--- config.mk ---
export PLATFORM = sky130hd
export DESIGN_NAME = ifu_fetch_queue
export DESIGN_NICKNAME = d
export VERILOG_FILES = /design/src/rtl/ifu_fetch_queue_pkg.sv /design/src/rtl/ifu_fetch_fifo.sv /design/src/rtl/ifu_fetch_queue.sv
export SDC_FILE = /design/constraint.sdc
export NUM_CORES = 1
export LEC_CHECK = 0
export ABC_AREA = 1
export BUFFER_PORTS_ARGS = -buffer_cell sky130_fd_sc_hd__clkbuf_2
export CORE_ASPECT_RATIO = 1.25
export CORE_MARGIN = 4
export CORE_UTILIZATION = 35
export CTS_CLUSTER_SIZE = 10
export DETAILED_ROUTE_END_ITERATION = 6
export PLACE_DENSITY = 0.58
export SLEW_MARGIN = 10
export SYNTH_ARGS = -nofsm -noshare
export SYNTH_HDL_FRONTEND = slang
export SYNTH_SLANG_ARGS = --single-unit
--- constraint.sdc ---
create_clock -name fq_clk_i -period 20.2 [get_ports fq_clk_i]
set_input_delay 5.05 -clock fq_clk_i [delete_from_list [all_inputs] [get_ports fq_clk_i]]
set_output_delay 5.05 -clock fq_clk_i [all_outputs]
set_load 0.02 [all_outputs]
--- src/rtl/ifu_fetch_queue_pkg.sv ---
// Shared definitions for the instruction fetch queue: bus widths, the
// default reset PC and the fetch FSM state encoding.
// The HALT state exists only when FQ_MISALIGN_CHK_EN is defined.
package ifu_fetch_queue_pkg;

  localparam int          FQ_DATA_BUS_W = 64;
  localparam int          FQ_INST_BUS_W = 32;
  localparam logic [63:0] FQ_RESET_PC   = 64'h8000_0000;

  typedef enum logic [1:0] {
    FQ_ST_REQ  = 2'd0,
`ifdef FQ_MISALIGN_CHK_EN
    FQ_ST_WAIT = 2'd1,
    FQ_ST_HALT = 2'd2
`else
    FQ_ST_WAIT = 2'd1
`endif
  } fq_state_e;

endpackage

--- src/rtl/ifu_fetch_fifo.sv ---
// Fetch instruction FIFO: one or two pushes and one pop per cycle, a flush
// that empties it, and a free-entry count for request throttling.
// The caller never pushes more than the free count allows.
module ifu_fetch_fifo #(
  parameter  int WIDTH = 96,
  parameter  int DEPTH = 4,
  localparam int AW    = $clog2(DEPTH),
  localparam int CW    = AW + 1
) (
  input  logic             clk_i,
  input  logic             rst_i,
  input  logic             flush_i,
  input  logic             push0_i,
  input  logic             push1_i,
  input  logic [WIDTH-1:0] push0_data_i,
  input  logic [WIDTH-1:0] push1_data_i,
  input  logic             pop_i,
  output logic             empty_o,
  output logic [WIDTH-1:0] head_o,
  output logic [CW-1:0]    free_o
);

  logic [AW-1:0]    rd_ptr_q, rd_ptr_d;
  logic [AW-1:0]    wr_ptr_q, wr_ptr_d;
  logic [CW-1:0]    count_q, count_d;
  logic [WIDTH-1:0] mem_q [DEPTH];
  logic [WIDTH-1:0] mem_d [DEPTH];
  logic             do_pop;
  logic             do_push1;
  logic [CW-1:0]    push_cnt;

  // Next pointers, occupancy and storage; flush wins over any push or pop.
  always_comb begin
    do_pop   = pop_i && (count_q != '0);
    do_push1 = push0_i && push1_i;
    push_cnt = CW'(push0_i) + CW'(do_push1);
    rd_ptr_d = rd_ptr_q;
    wr_ptr_d = wr_ptr_q;
    count_d  = count_q;
    mem_d    = mem_q;
    if (flush_i) begin
      rd_ptr_d = '0;
      wr_ptr_d = '0;
      count_d  = '0;
    end else begin
      if (do_pop) rd_ptr_d = rd_ptr_q + AW'(1);
      wr_ptr_d = wr_ptr_q + AW'(push_cnt);
      count_d  = count_q + push_cnt - CW'(do_pop);
      if (push0_i)  mem_d[wr_ptr_q]           = push0_data_i;
      if (do_push1) mem_d[wr_ptr_q + AW'(1)]  = push1_data_i;
    end
  end

  // Pointer and count registers with synchronous reset.
  always_ff @(posedge clk_i) begin
    if (rst_i) begin
      rd_ptr_q <= '0;
      wr_ptr_q <= '0;
      count_q  <= '0;
    end else begin
      rd_ptr_q <= rd_ptr_d;
      wr_ptr_q <= wr_ptr_d;
      count_q  <= count_d;
    end
  end

  // Entry storage needs no reset; occupancy guards every read.
  always_ff @(posedge clk_i) begin
    mem_q <= mem_d;
  end

  assign empty_o = (count_q == '0);
  assign head_o  = mem_q[rd_ptr_q];
  assign free_o  = CW'(DEPTH) - count_q;

endmodule

--- src/rtl/ifu_fetch_queue.sv ---
// Instruction fetch unit front end: issues aligned doubleword fetches with
// one request outstanding, splits responses into instructions, queues them
// for the EXU and handles trap/branch redirects.
// Optional macro FQ_MISALIGN_CHK_EN adds the sticky fq_misalign_o flag and a
// HALT state entered on a redirect to a target with nonzero bits [1:0].
module ifu_fetch_queue
  import ifu_fetch_queue_pkg::*;
#(
  parameter int                DATA_W   = FQ_DATA_BUS_W,
  parameter int                INST_W   = FQ_INST_BUS_W,
  parameter int                DEPTH    = 4,
  parameter logic [DATA_W-1:0] RESET_PC = DATA_W'(FQ_RESET_PC)
) (
  input  logic              fq_clk_i,
  input  logic              fq_rst_i,
  output logic              fq_req_valid_o,
  input  logic              fq_req_ready_i,
  output logic [DATA_W-1:0] fq_req_addr_o,
  input  logic              fq_rsp_valid_i,
  input  logic [DATA_W-1:0] fq_rsp_data_i,
  input  logic              fq_trap_flag_i,
  input  logic [DATA_W-1:0] fq_trap_dnpc_i,
  input  logic              fq_branch_flag_i,
  input  logic [DATA_W-1:0] fq_branch_dnpc_i,
  output logic              fq_inst_valid_o,
  input  logic              fq_inst_ready_i,
  output logic [INST_W-1:0] fq_inst_o,
  output logic [DATA_W-1:0] fq_pc_o
`ifdef FQ_MISALIGN_CHK_EN
  ,
  output logic              fq_misalign_o
`endif
);

  localparam int EW = DATA_W + INST_W;
  localparam int CW = $clog2(DEPTH) + 1;

  fq_state_e         state_q, state_d;
  logic [DATA_W-1:0] fetch_pc_q, fetch_pc_d;
  logic              drop_q, drop_d;
  logic              redirect;
  logic [DATA_W-1:0] target_raw;
  logic [DATA_W-1:0] target;
  logic              req_fire;
  logic              rsp_acc;
  logic              push0, push1, pop;
  logic [EW-1:0]     push0_data, push1_data, head;
  logic              fifo_empty;
  logic [CW-1:0]     free_cnt;
`ifdef FQ_MISALIGN_CHK_EN
  logic              misalign_q, misalign_d;
  logic              target_bad;
`endif

  // Redirect selection: a trap target takes priority over a branch target.
  always_comb begin
    redirect   = fq_trap_flag_i || fq_branch_flag_i;
    target_raw = fq_trap_flag_i ? fq_trap_dnpc_i : fq_branch_dnpc_i;
`ifdef FQ_MISALIGN_CHK_EN
    target     = target_raw;
    target_bad = redirect && (target_raw[1:0] != 2'b00);
`else
    target     = target_raw & ~DATA_W'(3);
`endif
  end

  // Request/response handshakes and the entries built from a response.
  always_comb begin
    fq_req_valid_o  = !fq_rst_i && (state_q == FQ_ST_REQ) && (free_cnt >= CW'(2));
    fq_req_addr_o   = {fetch_pc_q[DATA_W-1:3], 3'b000};
    fq_inst_valid_o = !fq_rst_i && !fifo_empty;
    fq_pc_o         = head[EW-1:INST_W];
    fq_inst_o       = head[INST_W-1:0];
    req_fire        = fq_req_valid_o && fq_req_ready_i;
    rsp_acc         = !fq_rst_i && (state_q == FQ_ST_WAIT) && fq_rsp_valid_i;
    push0           = rsp_acc && !drop_q && !redirect;
    push1           = push0 && !fetch_pc_q[2];
    push0_data      = {fetch_pc_q, fetch_pc_q[2] ? fq_rsp_data_i[DATA_W-1:INST_W]
                                                 : fq_rsp_data_i[INST_W-1:0]};
    push1_data      = {fetch_pc_q + DATA_W'(4), fq_rsp_data_i[DATA_W-1:INST_W]};
    pop             = fq_inst_valid_o && fq_inst_ready_i;
  end

  // Fetch FSM next state, fetch PC advance and stale-response drop tracking.
  always_comb begin
    state_d    = state_q;
    fetch_pc_d = fetch_pc_q;
    drop_d     = drop_q;
`ifdef FQ_MISALIGN_CHK_EN
    misalign_d = misalign_q;
    if (redirect) misalign_d = target_bad;
`endif
    if (push0) fetch_pc_d = fetch_pc_q + (fetch_pc_q[2] ? DATA_W'(4) : DATA_W'(8));
    if (redirect) fetch_pc_d = target;
    case (state_q)
      FQ_ST_REQ: begin
        if (req_fire) begin
          state_d = FQ_ST_WAIT;
          drop_d  = redirect;
        end
`ifdef FQ_MISALIGN_CHK_EN
        else if (target_bad) begin
          state_d = FQ_ST_HALT;
        end
`endif
      end
      FQ_ST_WAIT: begin
        if (fq_rsp_valid_i) begin
          drop_d  = 1'b0;
          state_d = FQ_ST_REQ;
`ifdef FQ_MISALIGN_CHK_EN
          if (misalign_d) state_d = FQ_ST_HALT;
`endif
        end else if (redirect) begin
          drop_d = 1'b1;
        end
      end
`ifdef FQ_MISALIGN_CHK_EN
      FQ_ST_HALT: begin
        if (redirect && !target_bad) state_d = FQ_ST_REQ;
      end
`endif
      default: state_d = FQ_ST_REQ;
    endcase
  end

  // FSM and fetch PC registers with synchronous reset.
  always_ff @(posedge fq_clk_i) begin
    if (fq_rst_i) begin
      state_q    <= FQ_ST_REQ;
      fetch_pc_q <= RESET_PC;
      drop_q     <= 1'b0;
`ifdef FQ_MISALIGN_CHK_EN
      misalign_q <= 1'b0;
`endif
    end else begin
      state_q    <= state_d;
      fetch_pc_q <= fetch_pc_d;
      drop_q     <= drop_d;
`ifdef FQ_MISALIGN_CHK_EN
      misalign_q <= misalign_d;
`endif
    end
  end

`ifdef FQ_MISALIGN_CHK_EN
  assign fq_misalign_o = !fq_rst_i && misalign_q;
`endif

  ifu_fetch_fifo #(
    .WIDTH (EW),
    .DEPTH (DEPTH)
  ) u_fifo (
    .clk_i        (fq_clk_i),
    .rst_i        (fq_rst_i),
    .flush_i      (redirect),
    .push0_i      (push0),
    .push1_i      (push1),
    .push0_data_i (push0_data),
    .push1_data_i (push1_data),
    .pop_i        (pop),
    .empty_o      (fifo_empty),
    .head_o       (head),
    .free_o       (free_cnt)
  );

endmodule

-- After elaboration in Yosys (flattened, before gate mapping)
Cells that the tools add are included.
- magnitude comparators: 6
- reductions and logical operators: 28
- muxes and demuxes: 24
- add/sub/neg operators: 9
- bitwise logic cells: 3
- eq/ne operators: 4
- operators by type and width (cell ; number):
    2-to-1 mux 384 bit ; 3
    bitwise mux 384 bit ; 2
    demux 96 bit (select 2 bit) ; 2
    2-to-1 mux 96 bit ; 4
    binary-select mux 96 bit (select 2 bit) ; 1
    2-to-1 mux 64 bit ; 3
    adder 64 x 3 -> 64 bit, second input constant ; 1
    adder 64 x 4 -> 64 bit ; 1
    2-to-1 mux 32 bit ; 1
    logical AND 1 bit ; 14
    greater-or-equal comparator 3 bit, second input constant ; 3
    NOT 2 -> 3 bit ; 3
    less-than comparator 3 x 1 -> 1 bit, second input constant ; 2
    logical NOT 1 bit ; 5
    adder 2 x 1 -> 2 bit, second input constant ; 2
    2-to-1 mux 2 bit ; 2
    2-to-1 mux 4 bit ; 1
    != test 2 bit, second input constant ; 2
    case mux 2 bit (2 select lines) ; 1
    nonzero test 2 bit ; 2
    adder 3 bit ; 1
    greater-or-equal comparator 3 x 2 -> 1 bit, second input constant ; 1
    logical NOT 3 bit ; 1
    2-to-1 mux 1 bit ; 3
    other kinds (13) ; 13
- word-level logic and storage cells: 85
- register bits: 458

-- Longest topological paths before layout
Gate-level depths: netlist of run 1.
- depth in word-level cells: 10
- depth in mapped cells: 12
- depth with buffers taken out: 12

-- By module
Synthesis of run 1 repeated with hierarchy kept, for this count alone.
- cell total of the unflattened synthesis: 4934
- area total of the unflattened synthesis: 33006.7 um2
- modules (own cells, without submodules) (module ; cells an instance ; area an instance (um2) ; times used):
    ifu_fetch_fifo ; 3624 ; 25593.3 ; 1
    ifu_fetch_queue ; 1310 ; 7413.4 ; 1

-- Least setup slack after synthesis of run 1
No wires, ideal clock.
- path kind: input -> register
- start: in fq_trap_flag_i
- end: reg fetch_pc_q[33]
- path slack: 3.169 ns
- buffers on the path: 3
- cell stages on the path: 6
- arrival: 16.931 ns
- cell sequence: buf_2 > nor2_4 > clkbuf_1 > clkbuf_1 > a21oi_1 > nor2_1
- word-level cells in the longest chain between the ends: 4
- elaborated cells on any way between the ends: 6
- RTL lines (what ; line ; source):
    start, declared ; ifu_fetch_queue.sv:21 ; input logic fq_trap_flag_i,
    logical OR 1 bit ; ifu_fetch_queue.sv:57 ; redirect = fq_trap_flag_i || fq_branch_flag_i;
    logical NOT 1 bit ; ifu_fetch_queue.sv:76 ; push0 = rsp_acc && !drop_q && !redirect;
    logical AND 1 bit ; ifu_fetch_queue.sv:76 ;
    nonzero test 2 bit (no line) ; n/a ;
    end signal, assigned ; ifu_fetch_queue.sv:138 ; fetch_pc_q <= fetch_pc_d;
    end, declared ; ifu_fetch_queue.sv:39 ; logic [DATA_W-1:0] fetch_pc_q, fetch_pc_d;
Several ways; a longest one is shown, not always the timed one.
A chain may end at the register's enable or synchronous reset.

-- Final worst setup path of run 1
- start: in fq_rst_i
- end: out fq_req_valid_o
- word-level cells in the longest chain between the ends: 3
- RTL lines (what ; line ; source):
    start, declared ; ifu_fetch_queue.sv:15 ; input logic fq_rst_i,
    logical NOT 1 bit ; ifu_fetch_queue.sv:69 ; fq_req_valid_o = !fq_rst_i && (state_q == FQ_ST_REQ) && (free_cnt >= CW'(2));
    logical AND 1 bit (2 in series) ; ifu_fetch_queue.sv:69 ;
    end, declared ; ifu_fetch_queue.sv:16 ; output logic fq_req_valid_o,
No other way between the ends.

==> results of run 1 <==
## power groups by stage
stage                     clock network, uW  logic [uW]  registers [uW]
after floorplan                           0         185            1120
after global placement                    0         259            1130
after detailed placement                  0         260            1130
after CTS                               984         261            1120
after global routing                   1020         292            1120
final                                   961         262            1120
## sequential cells by signal (all words and copies together), names as in the netlist
name	cells
drop_q	1
fetch_pc_q	62
state_q	1
u_fifo.count_q	3
u_fifo.mem_q	384
u_fifo.rd_ptr_q	2
u_fifo.wr_ptr_q	2
## synthesized netlist by cell type (2+ instances only)
cell type | n | area [sq um]
clkbuf_1 | 186 | 698
xor2_1 | 41 | 359
nor3_1 | 3 | 15.0
inv_2 | 7 | 26.3
nor2_1 | 572 | 2150
nand2_2 | 3 | 18.8
dfxtp_1 | 71 | 1420
buf_2 | 78 | 390
edfxtp_1 | 384 | 11500
a21oi_1 | 130 | 651
nand3_1 | 87 | 435
o211ai_1 | 185 | 1390
nand4_1 | 19 | 119
inv_1 | 373 | 1400
nor2_4 | 2 | 22.5
o21ai_1 | 156 | 781
a211oi_1 | 28 | 210
buf_4 | 68 | 510
o21ai_0 | 656 | 3280
nor2_2 | 13 | 81.3
buf_1 | 16 | 60.1
a31oi_1 | 29 | 181
o22ai_1 | 150 | 938
nand2_1 | 753 | 2830
nand3b_1 | 2 | 15.0
ha_1 | 9 | 113
## cell type report
class | count | area [sq um] | area share (%)
sequential | 455 | 13000 | 39.0
clock buffer | 84 | 1520 | 4.55
multi-input combinational | 2852 | 13800 | 41.4
timing repair buffer | 389 | 2070 | 6.24
inverter | 381 | 1450 | 4.37
clock inverter | 9 | 138 | 0.414
tap | 1089 | 1360 | 4.10
## worst min-delay path by stage
stage / slack, ns / end / cells past startpoint / start
2_1_floorplan: 0.47 / drop_q / 2 / drop_q
3_3_place_gp: 0.48 / drop_q / 2 / drop_q
3_5_place_dp: 0.49 / drop_q / 2 / drop_q
4_1_cts: 0.50 / drop_q / 2 / drop_q
5_1_grt: 0.54 / drop_q / 2 / drop_q
6_report: 0.50 / drop_q / 2 / drop_q
## kinds of logic after synthesis
| logic type | share of synthesized area, % |
|---|---|
| other | 0.0126 |
| xor gates and xnor gates | 1.24 |
| AOI/OAI and AO/OA | 25.1 |
| buffers and inverters | 10.4 |
| adders and majority gates | 0.446 |
| DFF | 43.5 |
| and+or+nand+nor | 19.3 |
## through the flow
stage          instance area (sq um)  utilization [%]  total power (uW)  cells
2_1_floorplan                  29800                -              1310   4036
3_3_place_gp                   31600             37.5              1390   5166
3_5_place_dp                   31600             37.5              1390   5166
4_1_cts                        33300             39.5              2360   5259
5_1_grt                        33300             39.5              2430   5259
6_report                       33300             39.5              2340   5259
## worst register-to-register path: cells and delay by family, from the launching register on
family                 cells  cell delay (ns)
buffers and inverters      3             1.20
AOI/OAI and AO/OA          2             0.39
DFF                        1             0.47
and+or+nand+nor            5             2.05
## routing by layer
layer | GRT usage (%) | wire, um
met5 | 0 | 12
met4 | 13.1 | 7120
met3 | 4.19 | 9280
met2 | 41.5 | 54600
met1 | 32.7 | 48400
==> results.ini, run 1 <==
[route]
firstDrtPassIters=6
wl_mm=119
drt_iter0_markers=3120
wl_per_cell_um=22.7
viasPerCell=5.58
drc=0
dr_total_vias=29300
antenna_left=0

[setup_path]
crit_path_start=fq_rst_i
worst_setup_path_end_kind=primary output
cp_top_family=buffers and inverters
critPathCapture=fq_req_valid_o
crit_path_max_incr_delay_ns=0.52
worstPathBufferInverterCount=5
regToRegSetupSlack_ns=15.81
path_cells=clkbuf_2, inv_1, buf_4, nand3_1, inv_1, clkbuf_2
startpoint_type=input pin
cp.arrival_ns=6.25
crit_slowest_cell=buf_4
rr_startpoint=fetch_pc_q[2]
r2r-end=u_fifo.mem_q[85]
ff2ff_path_depth=10
path_max_fanout=63
cp_num_cells=6
crit_type=in -> out
cp.required_ns=15.15

[power]
intPower_uw=1700
seqPwrFrac_pct=47.7
switching_share_pct=27.6
ir_worst_vdd_mv=0.0708
combPwrFrac_pct=11.2
p_sw_uw=645
clock_power_share_pct=41.1
powerDensity_nw_per_um2=70.4
leakagePower_uw=0.0134

[timing]
fin_skew_ns=0.0449
fin_ws_ns=8.90
fin_crit_sh_pct=55.9
setup_viol=0
fmax_ghz=0.0885
tns_ns=0
max_slew_margin_pct=22.8
worstMarginPinSlew_ns=1.16
slew_violations=0
finalHoldViolCount=0
holdWs_ns=0.504
period_minus_slack_ns=11.30
rsz0062_at_grt=false

[layout]
fillerInstances=8881
final_common_cell=nand2_1
antennaDiodeCount=0
drive_gt1_share_pct=11.9
areaGrowthSynthToFinish_pct=11.8
final_cell_mix=nand2_1 (749), o21ai_0 (656), nor2_1 (572), edfxtp_1 (384), inv_1 (370)
nNetsFinal=4342

[grt]
grt_max_degree=170
grt.overflow.total=0
grt_pass1_vias=27200
grt_pass1_wl_mm=174
grt_usage_pct=25.5
antenna_found_initial=2

[die]
ioPinCount=361
die_w_um=269
dieArea_sq_um=89700
core_sq_um=84300
start_util_pct=35.3
die_h_um=334
rows=119

[clocking]
cts.clk_slew.worst_paths_ns=0.05
cts.sinks=455
clkLatencyLatePin_ns=0.65
root_buffer=clkbuf_16
post_cts.repair.setup_buffers=0
cts_tree=done
ctsResizeCount=0
ctsLongestPathBuffers=3
hold_buffers=0
numCtsBuffers=54
cts_htree_levels=2

[placement]
place_ws_ns=8.90
dpl.hpwl_mm=79.8
numPortBuffers=353
gp_congestion=0.992

[yosys]
synthArstFlopShare_pct=0
synth_warnings=0
synth_edf_count=384
ys.flop_type=edfxtp_1
ys_seq_area_share_pct=43.5
synth_cell_type_count=39
synth.avg_cell_area_sq_um=7.37
ys_ff_latch=455
syn-cell-area_sq_um=29700
synthCells=4034

[worst_hold_path]
hold_path_class=reg -> reg

[run]
drv_cap=0

[run_status]
status=complete, no violations

No activity file was read; power rests on OpenSTA's default activity.
==> inputs of run 2 (changes only) <==
==> constraint.sdc (replaced) <==
create_clock -name fq_clk_i -period 10.45 [get_ports fq_clk_i]
set_input_delay 2.6125 -clock fq_clk_i [delete_from_list [all_inputs] [get_ports fq_clk_i]]
set_output_delay 2.6125 -clock fq_clk_i [all_outputs]
set_load 0.02 [all_outputs]
==> run 2 against run 1 <==
Effect of this change: critical path depth is 1 lower; flip-flop and latch count unchanged; hold slack better by 0.010 ns; first-iteration DRC count rose by 0.51%; combinational power up 95%; final cell count barely moved; die area unchanged; core utilization decreased by 0.052 points; via count increased by 0.15%; global-route usage shrank 0.20 points; critical endpoint is now fq_pc_o[24]; setup slack worse by 5.2 ns; largest cell class unchanged; total power grew 91%.
==> results.ini, run 2 (synthesized netlist as in run 1, its figures left out) <==
[grt]
grt.overflow.total=0  ; unchanged
grt_max_degree=172  ; +1.2%
grt_usage_pct=25.3  ; -0.20 points
grt_pass1_vias=27100  ; -0.39%
grt_pass1_wl_mm=173  ; -0.50%
antenna_found_initial=2  ; unchanged

[setup_path]
ff2ff_path_depth=9  ; -1
cp.required_ns=7.84  ; -7.31 ns
worst_setup_path_end_kind=primary output
r2r-end=u_fifo.mem_q[247]
path_max_fanout=112  ; +78%
crit_type=reg -> out
regToRegSetupSlack_ns=6.57  ; -9.24 ns
startpoint_type=flop
cp.arrival_ns=4.09  ; -2.16 ns
rr_startpoint=drop_q

[layout]
regMostFlops=u_fifo.mem_q
final_cell_mix=nand2_1 (749), o21ai_0 (656), nor2_1 (572), edfxtp_1 (384), inv_1 (370)
fin_area_sq_um=33200  ; -0.13%
drive_gt1_share_pct=11.8  ; -0.030 points
largest_reg_flops=384  ; unchanged
antennaDiodeCount=0  ; unchanged
finalNonFillerCells=5261  ; +0.038%
nNetsFinal=4344  ; +0.046%
largest_registers=u_fifo.mem_q (384), fetch_pc_q (62), u_fifo.count_q (3)
ff_latch_area_sq_um=13000  ; unchanged
post-route-util_pct=39.4  ; -0.052 points
final_common_cell=nand2_1
areaGrowthSynthToFinish_pct=11.7
fillerInstances=8976  ; +1.1%
multiInputGateArea_sq_um=13800  ; unchanged

[die]
core_sq_um=84300  ; unchanged
rows=119  ; unchanged
start_util_pct=35.3  ; unchanged
die_w_um=269  ; unchanged
ioPinCount=361  ; unchanged
die_h_um=334  ; unchanged
dieArea_sq_um=89700  ; unchanged

[route]
wl_per_cell_um=22.6  ; -0.48%
antenna_left=0  ; unchanged
dr_total_vias=29400  ; +0.15%
firstDrtPassIters=6  ; unchanged
viasPerCell=5.58  ; +0.11%
wl_mm=119  ; -0.44%
drc=0  ; unchanged
drt_iter0_markers=3136  ; +0.51%

[clocking]
ctsLongestPathBuffers=3  ; unchanged
hold_buffers=0  ; unchanged
root_buffer=clkbuf_16
cts.clk_slew.worst_paths_ns=0.07  ; +0.02 ns
post_cts.repair.setup_buffers=0  ; unchanged
clkLatencyLatePin_ns=0.65  ; about the same
cts_htree_levels=2  ; unchanged
cts_tree=done
ctsResizeCount=0  ; unchanged
cts.sinks=455  ; unchanged
numCtsBuffers=54  ; unchanged

[timing]
finalHoldViolCount=0  ; unchanged
max_slew_margin_pct=16.6  ; -6.2 points
fin_skew_ns=0.0322  ; -0.0127 ns
period_minus_slack_ns=6.70
fmax_ghz=0.149
fin_ws_ns=3.75  ; -5.16 ns
setup_viol=0  ; unchanged
slew_violations=0  ; unchanged
tns_ns=0  ; unchanged
rsz0062_at_grt=false
worstMarginPinSlew_ns=1.25  ; +0.0926 ns
fin_crit_sh_pct=64.1

[power]
powerDensity_nw_per_um2=135  ; +92%
leakagePower_uw=0.0134  ; -0.20%
ir_worst_vdd_mv=0.0996  ; +41%

[placement]
place_ws_ns=3.39  ; -5.50 ns
numPortBuffers=353  ; unchanged
place_area_sq_um=31600  ; about the same
dpl.hpwl_mm=79.1  ; -0.95%
gp_congestion=0.998  ; +0.56%
placed_cells=5168  ; +0.039%

[worst_hold_path]
hold_path_class=reg -> reg
min_from=drop_q
hold_path_end=drop_q
min_path_cells=2  ; unchanged

[run]
drv_cap=0  ; unchanged

[run_status]
status=complete, no violations

## run 2: cell count changes in the layout (fill, tap and decap cells not counted), sizes merged
cell | previous run | this run
clkinvlp | 0 | 1
clkbuf | 437 | 439
inv | 381 | 382
bufinv | 3 | 1
buf | 36 | 38
clkinv | 6 | 4
## run 2: layout make-up
class / instances / share of cell area [%]
clock buffers: 86 / 4.55
clock inverters: 7 / 0.241
inverters: 381 / 4.38
multi-input cells: 2852 / 41.4
flip-flops and latches: 455 / 39.0
well taps: 1089 / 4.10
repair buffers: 391 / 6.29
## run 2: per-stage QoR
| step | total power [uW] | hold WS [ns] |
|---|---|---|
| after CTS | 4510 | 0.508 |
| after global placement | 2700 | 0.479 |
| after global routing | 4630 | 0.519 |
| after detailed placement | 2700 | 0.500 |
| after floorplan | 2510 | 0.470 |
| final | 4480 | 0.514 |
## run 2: report_power, final
| part | switching [uW] | internal [uW] |
|---|---|---|
| registers | 102 | 2060 |
| clock network | 802 | 1010 |
| logic | 352 | 158 |
## run 2: worst max path at each step
stage                                   from         endpoint  slack [ns]
after floorplan               fq_trap_flag_i  u_fifo.mem_q[0]        1.80
after global routing      u_fifo.rd_ptr_q[0]      fq_pc_o[24]        3.65
final                     u_fifo.rd_ptr_q[0]      fq_pc_o[24]        3.75
after global placement        fq_trap_flag_i   fetch_pc_q[40]        3.40
after CTS                 u_fifo.rd_ptr_q[0]      fq_pc_o[24]        3.78
after detailed placement      fq_trap_flag_i   fetch_pc_q[40]        3.39
## run 2: metal layers
metal	up-vias	track usage (%)	wire, um
li1	14000	-	-
met1	13600	32.6	48100
met2	1515	40.9	53800
met3	283	3.61	9450
met4	4	13.9	7580
met5	-	0	26
## run 2: worst max-delay path: stages (launching register included)
cell	delay, ns
dfxtp_4	0.60
inv_6	0.83
buf_4	0.89
o21ai_0	0.17
o22ai_1	0.55
clkbuf_2	0.29
